$ cat config.mk
export PLATFORM = sky130hd
export DESIGN_NAME = bg_band_renderer
export DESIGN_NICKNAME = d
export VERILOG_FILES = /design/src/rtl/bg_pkg.sv /design/src/rtl/bg_lane_counter.sv /design/src/rtl/bg_band_renderer.sv
export SDC_FILE = /design/constraint.sdc
export NUM_CORES = 1
export LEC_CHECK = 0
export BUFFER_PORTS_ARGS = -buffer_cell sky130_fd_sc_hd__buf_2
export CAP_MARGIN = 5
export CORE_ASPECT_RATIO = 0.75
export CORE_MARGIN = 10
export CORE_UTILIZATION = 45
export CTS_BUF_LIST = sky130_fd_sc_hd__clkbuf_8 sky130_fd_sc_hd__clkbuf_16
export DETAILED_ROUTE_END_ITERATION = 12
export PLACE_DENSITY = 0.79
export RECOVER_POWER = 50
export SETUP_SLACK_MARGIN = 0.5
export SLEW_MARGIN = 20
export SYNTH_ARGS = -nofsm -noshare
export SYNTH_HDL_FRONTEND = slang
export SYNTH_SLANG_ARGS = --single-unit
$ cat constraint.sdc
create_clock -name clk -period 4.67 [get_ports clk]
set_input_delay 0 -clock clk [delete_from_list [all_inputs] [get_ports clk]]
set_output_delay 0 -clock clk [all_outputs]
set_load 0.02 [all_outputs]
$ cat src/rtl/bg_pkg.sv
// Shared types and defaults for the background band renderer.
//   region_t : per-pixel classification (sky / band / ground)
//   state_t  : lane counter state (IDLE until the first line start, then RUN)
//   SKY_IDX_DEF / GROUND_IDX_DEF : default palette indices for the flat regions
package bg_pkg;

    typedef enum logic [1:0] {
        REG_SKY    = 2'd0,
        REG_BAND   = 2'd1,
        REG_GROUND = 2'd2
    } region_t;

    typedef enum logic {
        ST_IDLE = 1'b0,
        ST_RUN  = 1'b1
    } state_t;

    localparam int SKY_IDX_DEF    = 5;
    localparam int GROUND_IDX_DEF = 7;

endpackage

$ cat src/rtl/bg_lane_counter.sv
// Word/lane position counter for the band renderer.
// Presents the effective (word, lane) of the current pixel combinationally and
// registers the position for the next pixel.
//   clk, rst      : clock, synchronous active-high reset
//   pix_valid     : pixel present this cycle
//   line_start    : pix_valid with x==0
//   scroll_word/scroll_lane : start position loaded at line start
//   word, lane    : effective position of the current pixel
// Macro BG_SCROLL_EN: when defined, line start loads the scroll ports;
// otherwise it loads word=0, lane=0 and the scroll ports are ignored.
module bg_lane_counter
    import bg_pkg::*;
#(
    parameter int ROW_WORDS    = 214,
    parameter int PIX_PER_WORD = 3,
    parameter int WORD_CW      = $clog2(ROW_WORDS),
    parameter int LANE_CW      = $clog2(PIX_PER_WORD)
) (
    input  logic               clk,
    input  logic               rst,
    input  logic               pix_valid,
    input  logic               line_start,
    input  logic [WORD_CW-1:0] scroll_word,
    input  logic [LANE_CW-1:0] scroll_lane,
    output logic [WORD_CW-1:0] word,
    output logic [LANE_CW-1:0] lane
);

    logic [WORD_CW-1:0] word_q, ld_word;
    logic [LANE_CW-1:0] lane_q, ld_lane;
    state_t             state;

`ifdef BG_SCROLL_EN
    // Out-of-range start positions fall back to 0.
    assign ld_word = (32'(scroll_word) < ROW_WORDS)    ? scroll_word : '0;
    assign ld_lane = (32'(scroll_lane) < PIX_PER_WORD) ? scroll_lane : '0;
`else
    logic unused_scroll;
    assign unused_scroll = ^{scroll_word, scroll_lane};
    assign ld_word = '0;
    assign ld_lane = '0;
`endif

    // The line-start pixel itself uses the loaded position; in IDLE the
    // registers sit at 0, which is the required pre-line-start rendering.
    assign word = line_start ? ld_word : word_q;
    assign lane = line_start ? ld_lane : lane_q;

    always_ff @(posedge clk) begin
        if (rst) begin
            word_q <= '0;
            lane_q <= '0;
            state  <= ST_IDLE;
        end else if (line_start || (pix_valid && state == ST_RUN)) begin
            state <= ST_RUN;
            if (lane == LANE_CW'(PIX_PER_WORD - 1)) begin
                lane_q <= '0;
                word_q <= (word == WORD_CW'(ROW_WORDS - 1)) ? '0 : word + 1'b1;
            end else begin
                lane_q <= lane + 1'b1;
                word_q <= word;
            end
        end
    end

endmodule

$ cat src/rtl/bg_band_renderer.sv
// Background renderer: classifies each raster pixel as sky / band / ground,
// fetches packed band pixels from background VRAM and emits one palette
// index per pixel, two edges after the pixel is sampled.
//   clk, rst      : pixel clock, synchronous active-high reset
//   pix_valid,x,y : raster position stream
//   scroll_word/scroll_lane : line-start position (used with BG_SCROLL_EN)
//   vram_addr     : registered VRAM read address (updates on band pixels only)
//   vram_rdata    : VRAM data, one cycle after vram_addr
//   index_out     : palette index, holds while index_valid=0
//   index_valid   : pix_valid delayed by two cycles
// Macro BG_SCROLL_EN enables horizontal scroll (see bg_lane_counter).
module bg_band_renderer
    import bg_pkg::*;
#(
    parameter int X_W          = 10,
    parameter int Y_W          = 10,
    parameter int IDX_W        = 9,
    parameter int PIX_W        = 3,
    parameter int PIX_PER_WORD = 3,
    parameter int ROW_WORDS    = 214,
    parameter int ADDR_W       = 16,
    parameter int BAND_TOP     = 300,
    parameter int BAND_H       = 128,
    parameter int SKY_IDX      = SKY_IDX_DEF,
    parameter int GROUND_IDX   = GROUND_IDX_DEF
) (
    input  logic                            clk,
    input  logic                            rst,
    input  logic                            pix_valid,
    input  logic [X_W-1:0]                  x,
    input  logic [Y_W-1:0]                  y,
    input  logic [$clog2(ROW_WORDS)-1:0]    scroll_word,
    input  logic [$clog2(PIX_PER_WORD)-1:0] scroll_lane,
    output logic [ADDR_W-1:0]               vram_addr,
    input  logic [PIX_W*PIX_PER_WORD-1:0]   vram_rdata,
    output logic [IDX_W-1:0]                index_out,
    output logic                            index_valid
);

    localparam int WORD_W  = PIX_W * PIX_PER_WORD;
    localparam int WORD_CW = $clog2(ROW_WORDS);
    localparam int LANE_CW = $clog2(PIX_PER_WORD);
    localparam int STAGES  = 2;

    logic               line_start;
    logic [WORD_CW-1:0] word_eff;
    logic [LANE_CW-1:0] lane_eff;
    region_t            reg_d, reg_s0, reg_s1;
    logic [LANE_CW-1:0] lane_s0, lane_s1;
    logic [STAGES:0]    vld_pipe;
    logic [PIX_W-1:0]   lane_pix;

    assign line_start  = pix_valid && (x == '0);
    assign index_valid = vld_pipe[STAGES];

    bg_lane_counter #(
        .ROW_WORDS    (ROW_WORDS),
        .PIX_PER_WORD (PIX_PER_WORD),
        .WORD_CW      (WORD_CW),
        .LANE_CW      (LANE_CW)
    ) u_cnt (
        .clk         (clk),
        .rst         (rst),
        .pix_valid   (pix_valid),
        .line_start  (line_start),
        .scroll_word (scroll_word),
        .scroll_lane (scroll_lane),
        .word        (word_eff),
        .lane        (lane_eff)
    );

    always_comb begin
        if (32'(y) < BAND_TOP)               reg_d = REG_SKY;
        else if (32'(y) < BAND_TOP + BAND_H) reg_d = REG_BAND;
        else                                 reg_d = REG_GROUND;
    end

    // Lane 0 is the most significant PIX_W bits of the word.
    always_comb begin
        lane_pix = '0;
        for (int i = 0; i < PIX_PER_WORD; i++)
            if (32'(lane_s1) == i)
                lane_pix = vram_rdata[WORD_W-1-i*PIX_W -: PIX_W];
    end

    always_ff @(posedge clk) begin
        if (rst) begin
            vld_pipe  <= '0;
            vram_addr <= '0;
            index_out <= '0;
            reg_s0    <= REG_SKY;
            reg_s1    <= REG_SKY;
            lane_s0   <= '0;
            lane_s1   <= '0;
        end else begin
            vld_pipe <= {vld_pipe[STAGES-1:0], pix_valid};
            // stage 0: classify and issue the VRAM read
            reg_s0  <= reg_d;
            lane_s0 <= lane_eff;
            if (pix_valid && reg_d == REG_BAND)
                vram_addr <= ADDR_W'((32'(y) - 32'(BAND_TOP)) * 32'(ROW_WORDS)
                                     + 32'(word_eff));
            // stage 1: carry lane/region alongside the RAM read
            reg_s1  <= reg_s0;
            lane_s1 <= lane_s0;
            // stage 2: output register, held across gaps
            if (vld_pipe[1]) begin
                case (reg_s1)
                    REG_SKY:  index_out <= IDX_W'(SKY_IDX);
                    REG_BAND: index_out <= IDX_W'(lane_pix);
                    default:  index_out <= IDX_W'(GROUND_IDX);
                endcase
            end
        end
    end

endmodule

==> impl_metrics.toml, run 1 <==
[detailed_routing]
drc = 0
detail_route.wl_per_cell_um = 15.3
vias = 3396
drt_iter0_drc = 182
postRouteAntennaNets = 0
via_per_inst = 5.15
firstDrtPassIters = 6
routed_wl_um = 10100

[sta]
fin_worst_skew_ns = 0.00898
setup_viol = 0
finalCriticalPeriod_ns = 4.32
fin_crit_sh_pct = 92.6
slew_violations = 39
worstMarginPinSlew_ns = 1.64
slew_headroom_pct = -9.11
hold_violations = 0
fmax_ghz = 0.231
rsz0062_at_grt = "yes"
setup_slack_ns = 0.345

[synthesis]
yosysSeqAreaShare_pct = 21.3
synthesis.instances = 456
ys_ff_latch = 41
synth.distinct_cells = 53
ys_warn_count = 0
async_flop_share_pct = 0
syn_area_mm2 = 0.00386
synthFlopType = "dfxtp_1"
syn_area_per_cell_um2 = 8.47
synth_edf_count = 0

[final_layout]
final_common_cell = "inv_1"
mostFrequentLayoutCells = "51 x inv_1, 41 x dfxtp_1, 39 x nand2_1, 36 x buf_4, 34 x a21oi_1"
drive_gt1_share_pct = 26.9
layout.nets = 663
fin_area_mm2 = 0.00514
syn2layout_area_growth_pct = 33.1
nFillCells = 709
post-route-util_pct = 61.0
antenna_cells = 0

[status]
outcome = "finished with violations"
violations = "capacitance limit, slew limit"

[place]
port_buffers = 51
post-dp-hpwl_um = 7410
globalplace.congestion = 0.827
place_ws_ns = -0.0304
dpl-instance-area_mm2 = 0.00440

[setup_path]
cp.required_ns = 4.77
endpoint_kind = "flip-flop"
critPathMaxFanout = 6
critPathKind = "input port to flip-flop"
r2r-end = "vram_addr[12]"
startpoint_type = "input port"
r2r-start = "u_cnt.word_q[2]"
crit_arrival_ns = 4.42
r2r_cells = 10
timing.reg2reg.setup_slack_ns = 2.06

[clocking]
clockBufferDepth = 2
cts.clk_slew.worst_paths_ns = 0.06
cts_max_level = 2
cts_hold_buf = 0
cts_made_buffers = 5
clkLatencyLatePin_ns = 0.29
tritoncts = "yes"
clock-root-buffer = "clkbuf_16"
cts.sinks = 41

[grt]
grt_start_max_net_pins = 39
grt_overflow = 0
grt_pass1_wl_um = 16800
track_usage_pct = 15.7
first_global_vias = 3608
antenna_found_initial = 0

[floorplan]
ioPinCount = 68
dieArea_mm2 = 0.0127
die_y_um = 100
initial_core_util_pct = 45.9
fp.dieW_um = 127
core_area_mm2 = 0.00842
fp-row-count = 29

[worst_hold_path]
min_to = "vld_pipe[0]"
hold_path_depth = 3
hp-class = "input port to flip-flop"
hold_start = "pix_valid"

[pwr]
power_mw = 3.72
total_leakage_power_nw = 2.24
ir_drop_mv = 0.528
p_per_area_mw_per_mm2 = 723

[run]
maxCapViolations = 1
[through the flow]
step                instances  hold slack (ns)  setup TNS (ns)
global placement          612            0.316               0
detailed placement        612            0.317         -0.0523
CTS                       646           0.0161               0
floorplan                 461            0.124               0
finish                    659           0.0211               0
global route              659           0.0257               0
[kinds of logic (layout without fill, tap and decap cells)]
logic type | count (synthesis) | in the layout | synth area share, %
buffers and inverters | 74 | 164 | 7.97
AOI/OAI and AO/OA | 100 | 100 | 17.4
and+or+nand+nor | 136 | 136 | 18.0
other | 1 | 6 | 0.0971
muxes | 3 | 3 | 0.778
adders and majority gates | 70 | 70 | 27.5
DFF | 41 | 41 | 21.3
xor gates and xnor gates | 31 | 31 | 7.03
[worst max-delay path by stage]
stage | start | endpoint | slack (ns) | cells past startpoint
after detailed placement | y[2] | vram_addr[14] | -0.03 | 18
after global placement | y[2] | vram_addr[15] | 0.06 | 18
final | y[3] | vram_addr[14] | 0.35 | 20
after CTS | y[4] | vram_addr[15] | 0.46 | 19
after floorplan | y[2] | vram_addr[15] | 0.47 | 17
after global routing | y[3] | vram_addr[14] | 0.15 | 20
[repair_timing]
action | 4_1_cts | 5_1_grt
pin swaps | 42 | 12
endpoints found under the setup margin | 5 | 8
resized for setup | 36 | 28
setup buffers | 27 | 13
[power by group]
group,internal (mW),switching [mW]
registers,0.366,0.00884
clock network,0.209,0.137
logic,1.44,1.55
total,2.02,1.70
[per-layer routing]
| metal | vias to the layer above | global-route usage [%] | share of wire [%] |
|---|---|---|---|
| li1 | 1717 | - | - |
| met1 | 1591 | 19.1 | 43 |
| met2 | 76 | 27.4 | 51 |
| met3 | 12 | 4.16 | 5.9 |
| met4 | 0 | 2.71 | 0.86 |
| met5 | - | 0 | 0 |
[worst max-delay path, cell delays in order]
cell and delay [ns]:
buf_8 0.11, a21oi_4 0.21, nor2_4 0.07, o31ai_4 0.26, xor2_2 0.24, ha_4 0.24, fa_1 0.47, fa_1 0.49
inv_1 0.05, fa_1 0.49, inv_2 0.05, ha_4 0.24, a21o_4 0.22, buf_6 0.12, o41ai_4 0.27, buf_4 0.20
xor2_1 0.12, nor4_4 0.30, xnor2_1 0.17, a211oi_1 0.09
[cell type report]
| type | count | area, µm² | share of cell area, % |
|---|---|---|---|
| clock buffer | 6 | 139 | 2.70 |
| clock inverter | 1 | 7.51 | 0.146 |
| inverter | 59 | 221 | 4.31 |
| multi-input combinational | 346 | 3160 | 61.6 |
| sequential | 41 | 821 | 16.0 |
| tap | 108 | 135 | 2.63 |
| timing repair buffer | 98 | 649 | 12.6 |
[sequential cells by signal (all words and copies together), names as in the netlist]
signal	flops
u_cnt.word_q	8
u_cnt.state	1
reg_s1	2
vld_pipe	3
index_out	3
vram_addr	16
lane_s0	2
reg_s0	2
u_cnt.lane_q	2
lane_s1	2
[Yosys cell counts, types with 2 or more instances]
| cell type | number | area [µm²] |
|---|---|---|
| ha_1 | 45 | 563 |
| and3_1 | 4 | 25.0 |
| nand4b_1 | 2 | 17.5 |
| o31ai_1 | 2 | 15.0 |
| a21o_1 | 4 | 30.0 |
| nand4_1 | 2 | 12.5 |
| dfxtp_1 | 41 | 821 |
| clkbuf_1 | 8 | 30.0 |
| nor3b_1 | 3 | 22.5 |
| fa_1 | 25 | 500 |
| mux2i_1 | 3 | 30.0 |
| a211oi_1 | 13 | 97.6 |
| nand3b_1 | 5 | 37.5 |
| a211oi_2 | 2 | 25.0 |
| nor2b_1 | 9 | 56.3 |
| and2_1 | 9 | 56.3 |
| nand2_1 | 41 | 154 |
| o21ai_0 | 16 | 80.1 |
| a211o_1 | 5 | 43.8 |
| buf_4 | 6 | 45.0 |
| xor2_1 | 13 | 114 |
| nand3_1 | 4 | 20.0 |
| nor3_1 | 6 | 30.0 |
| nand2b_1 | 6 | 37.5 |
| xnor2_1 | 18 | 158 |
| nor4_2 | 2 | 25.0 |
| or3_1 | 2 | 12.5 |
| nor2_1 | 34 | 128 |
| o21bai_1 | 3 | 22.5 |
| a21oi_1 | 38 | 190 |
| inv_1 | 59 | 221 |
| o21a_1 | 3 | 22.5 |
| o21ai_1 | 2 | 10.0 |
| o2111a_1 | 2 | 22.5 |
No activity file was read; power rests on OpenSTA's default activity.
==> inputs of run 2 (changes only) <==
--- a/config.mk
+++ b/config.mk
@@ -5,14 +5,14 @@
 export SDC_FILE = /design/constraint.sdc
 export NUM_CORES = 1
 export LEC_CHECK = 0
-export BUFFER_PORTS_ARGS = -buffer_cell sky130_fd_sc_hd__buf_2
 export CAP_MARGIN = 5
 export CORE_ASPECT_RATIO = 0.75
 export CORE_MARGIN = 10
 export CORE_UTILIZATION = 45
 export CTS_BUF_LIST = sky130_fd_sc_hd__clkbuf_8 sky130_fd_sc_hd__clkbuf_16
 export DETAILED_ROUTE_END_ITERATION = 12
-export PLACE_DENSITY = 0.79
+export DONT_BUFFER_PORTS = 1
+export PLACE_DENSITY = 0.7
 export RECOVER_POWER = 50
 export SETUP_SLACK_MARGIN = 0.5
 export SLEW_MARGIN = 20
==> constraint.sdc (replaced) <==
create_clock -name clk -period 5.2 [get_ports clk]
set_input_delay 0 -clock clk [delete_from_list [all_inputs] [get_ports clk]]
set_output_delay 0 -clock clk [all_outputs]
set_load 0.02 [all_outputs]
==> impl_metrics.toml, run 2 (same netlist as run 1, synthesis figures left out) <==
[sta]
setup_viol = 0
fmax_ghz = 0.226
slew_headroom_pct = -3.05
hold_violations = 0
slew_violations = 35
finalCriticalPeriod_ns = 4.42
fin_worst_skew_ns = 0.00421
finalSetupTns_ns = 0
worstMarginPinSlew_ns = 1.55
rsz0062_at_grt = "no"
fin_crit_sh_pct = 84.9

[final_layout]
largest_reg_flops = 16
top_regs = "vram_addr (16), u_cnt.word_q (8)"
layout.nets = 587
final_common_cell = "inv_1"
drive_gt1_share_pct = 7.58
largest_register = "vram_addr"
mostFrequentLayoutCells = "60 x inv_1, 44 x ha_1, 41 x nand2_1, 41 x dfxtp_1, 37 x a21oi_1"
antenna_cells = 0
post-route-util_pct = 51.3
syn2layout_area_growth_pct = 11.9
fin_area_mm2 = 0.00432

[run]
maxCapViolations = 1

[setup_path]
cp.required_ns = 5.37
endpoint_kind = "flip-flop"
startpoint_type = "input port"
critPathMaxFanout = 5
crit_arrival_ns = 4.59
critPathKind = "input port to flip-flop"

[grt]
first_global_vias = 3091
grt_pass1_wl_um = 14700
busiest_layer = "met2"
antenna_found_initial = 0
grt_start_max_net_pins = 35
track_usage_pct = 13.7
grt_use_met1_pct = 18.1
grt_overflow = 0
use_met3_pct = 3.90
met2_usage_pct = 21.8

[clocking]
cts.clk_slew.worst_paths_ns = 0.05
cts.sinks = 41
cts_max_level = 2
tritoncts = "yes"
cts_made_buffers = 5
clkLatencyLatePin_ns = 0.28
clock-root-buffer = "clkbuf_16"
clockBufferDepth = 2

[pwr]
total_leakage_power_nw = 1.94
p_per_area_mw_per_mm2 = 566
ir_drop_mv = 0.404

[detailed_routing]
drc = 0
routed_wl_um = 8720
drt_iter0_drc = 117
firstDrtPassIters = 4
postRouteAntennaNets = 0
via_per_inst = 5.27
detail_route.wl_per_cell_um = 15.0
vias = 3070

[status]
violations = "capacitance limit, slew limit"
outcome = "finished with violations"

[floorplan]
initial_core_util_pct = 45.9
fp-row-count = 29
fp.dieW_um = 127
die_y_um = 100
ioPinCount = 68
core_area_mm2 = 0.00842
dieArea_mm2 = 0.0127

[place]
post-dp-hpwl_um = 7170
port_buffers = 0
dpl-instance-area_mm2 = 0.00399
globalplace.congestion = 0.837

[worst_hold_path]
hp-class = "input port to flip-flop"
## run 2: cell count changes in the layout (fill, tap and decap cells not counted), moves of 6 or more
| cell | before | now |
|---|---|---|
| inv_1 | 51 | 60 |
| nor2_1 | 28 | 34 |
| buf_4 | 36 | 13 |
| buf_6 | 12 | 0 |
| ha_4 | 12 | 1 |
| ha_1 | 32 | 44 |
| buf_2 | 27 | 0 |
| dlygate4sd3_1 | 0 | 8 |
| inv_2 | 8 | 0 |
| clkbuf_1 | 21 | 1 |
## run 2: cell type report
type                            count  area [µm²]
Fill cell                         800        4100
Inverter                           59         221
Timing Repair Buffer               22         181
Tap cell                          108         135
Clock inverter                      1        3.75
Sequential cell                    41         821
Clock buffer                        6         139
Multi-Input combinational cell    346        2820
## run 2: metal layers
layer	routed length [µm]	up-vias	share of wire [%]
met4	99	0	1.1
met1	4140	1423	47
met5	0	-	0
met3	583	11	6.7
li1	-	1571	-
met2	3900	65	45
## run 2: worst max-delay path, cell delays in order
cell      delay [ns]
ha_1            0.21
o21ai_2         0.18
buf_4           0.15
nand2_1         0.07
xor2_1          0.25
ha_1            0.30
fa_1            0.47
fa_1            0.54
inv_1           0.05
fa_1            0.54
inv_1           0.04
ha_1            0.22
or2_2           0.30
o22ai_1         0.15
xor2_1          0.47
nor4_4          0.14
buf_4           0.16
o2111a_1        0.11
a211o_1         0.25
## run 2: worst paths after layout
check / from / end / slack (ns) / cells past startpoint
max: y[2] / vram_addr[15] / 0.78 / 19
min: rst / vram_addr[15] / 0.006 / 2
min reg2reg: lane_s0[0] / lane_s1[0] / 0.43 / 1
max reg2reg: u_cnt.word_q[1] / vram_addr[15] / 2.36 / 13
## run 2: timing repair
item	4_1_cts	5_1_grt
hold endpoints to repair	35	0
resized for setup	0	10
hold buffers	9	0
endpoints found under the setup margin	0	3
setup buffers	0	6
## run 2: stage by stage
step	total power [mW]	instances	setup WS [ns]	hold slack (ns)
floorplan	1.75	461	0.568	0.124
finish	2.45	583	0.785	0.00550
global route	2.72	583	0.497	0.0193
detailed placement	2.05	561	0.263	0.0772
global placement	1.99	561	0.341	0.0763
CTS	2.37	577	0.555	0.00287
## run 2: report_power, final
group	switching [mW]	internal [mW]
Clock	0.113	0.186
Combinational	1.05	0.744
Sequential	0.0257	0.329
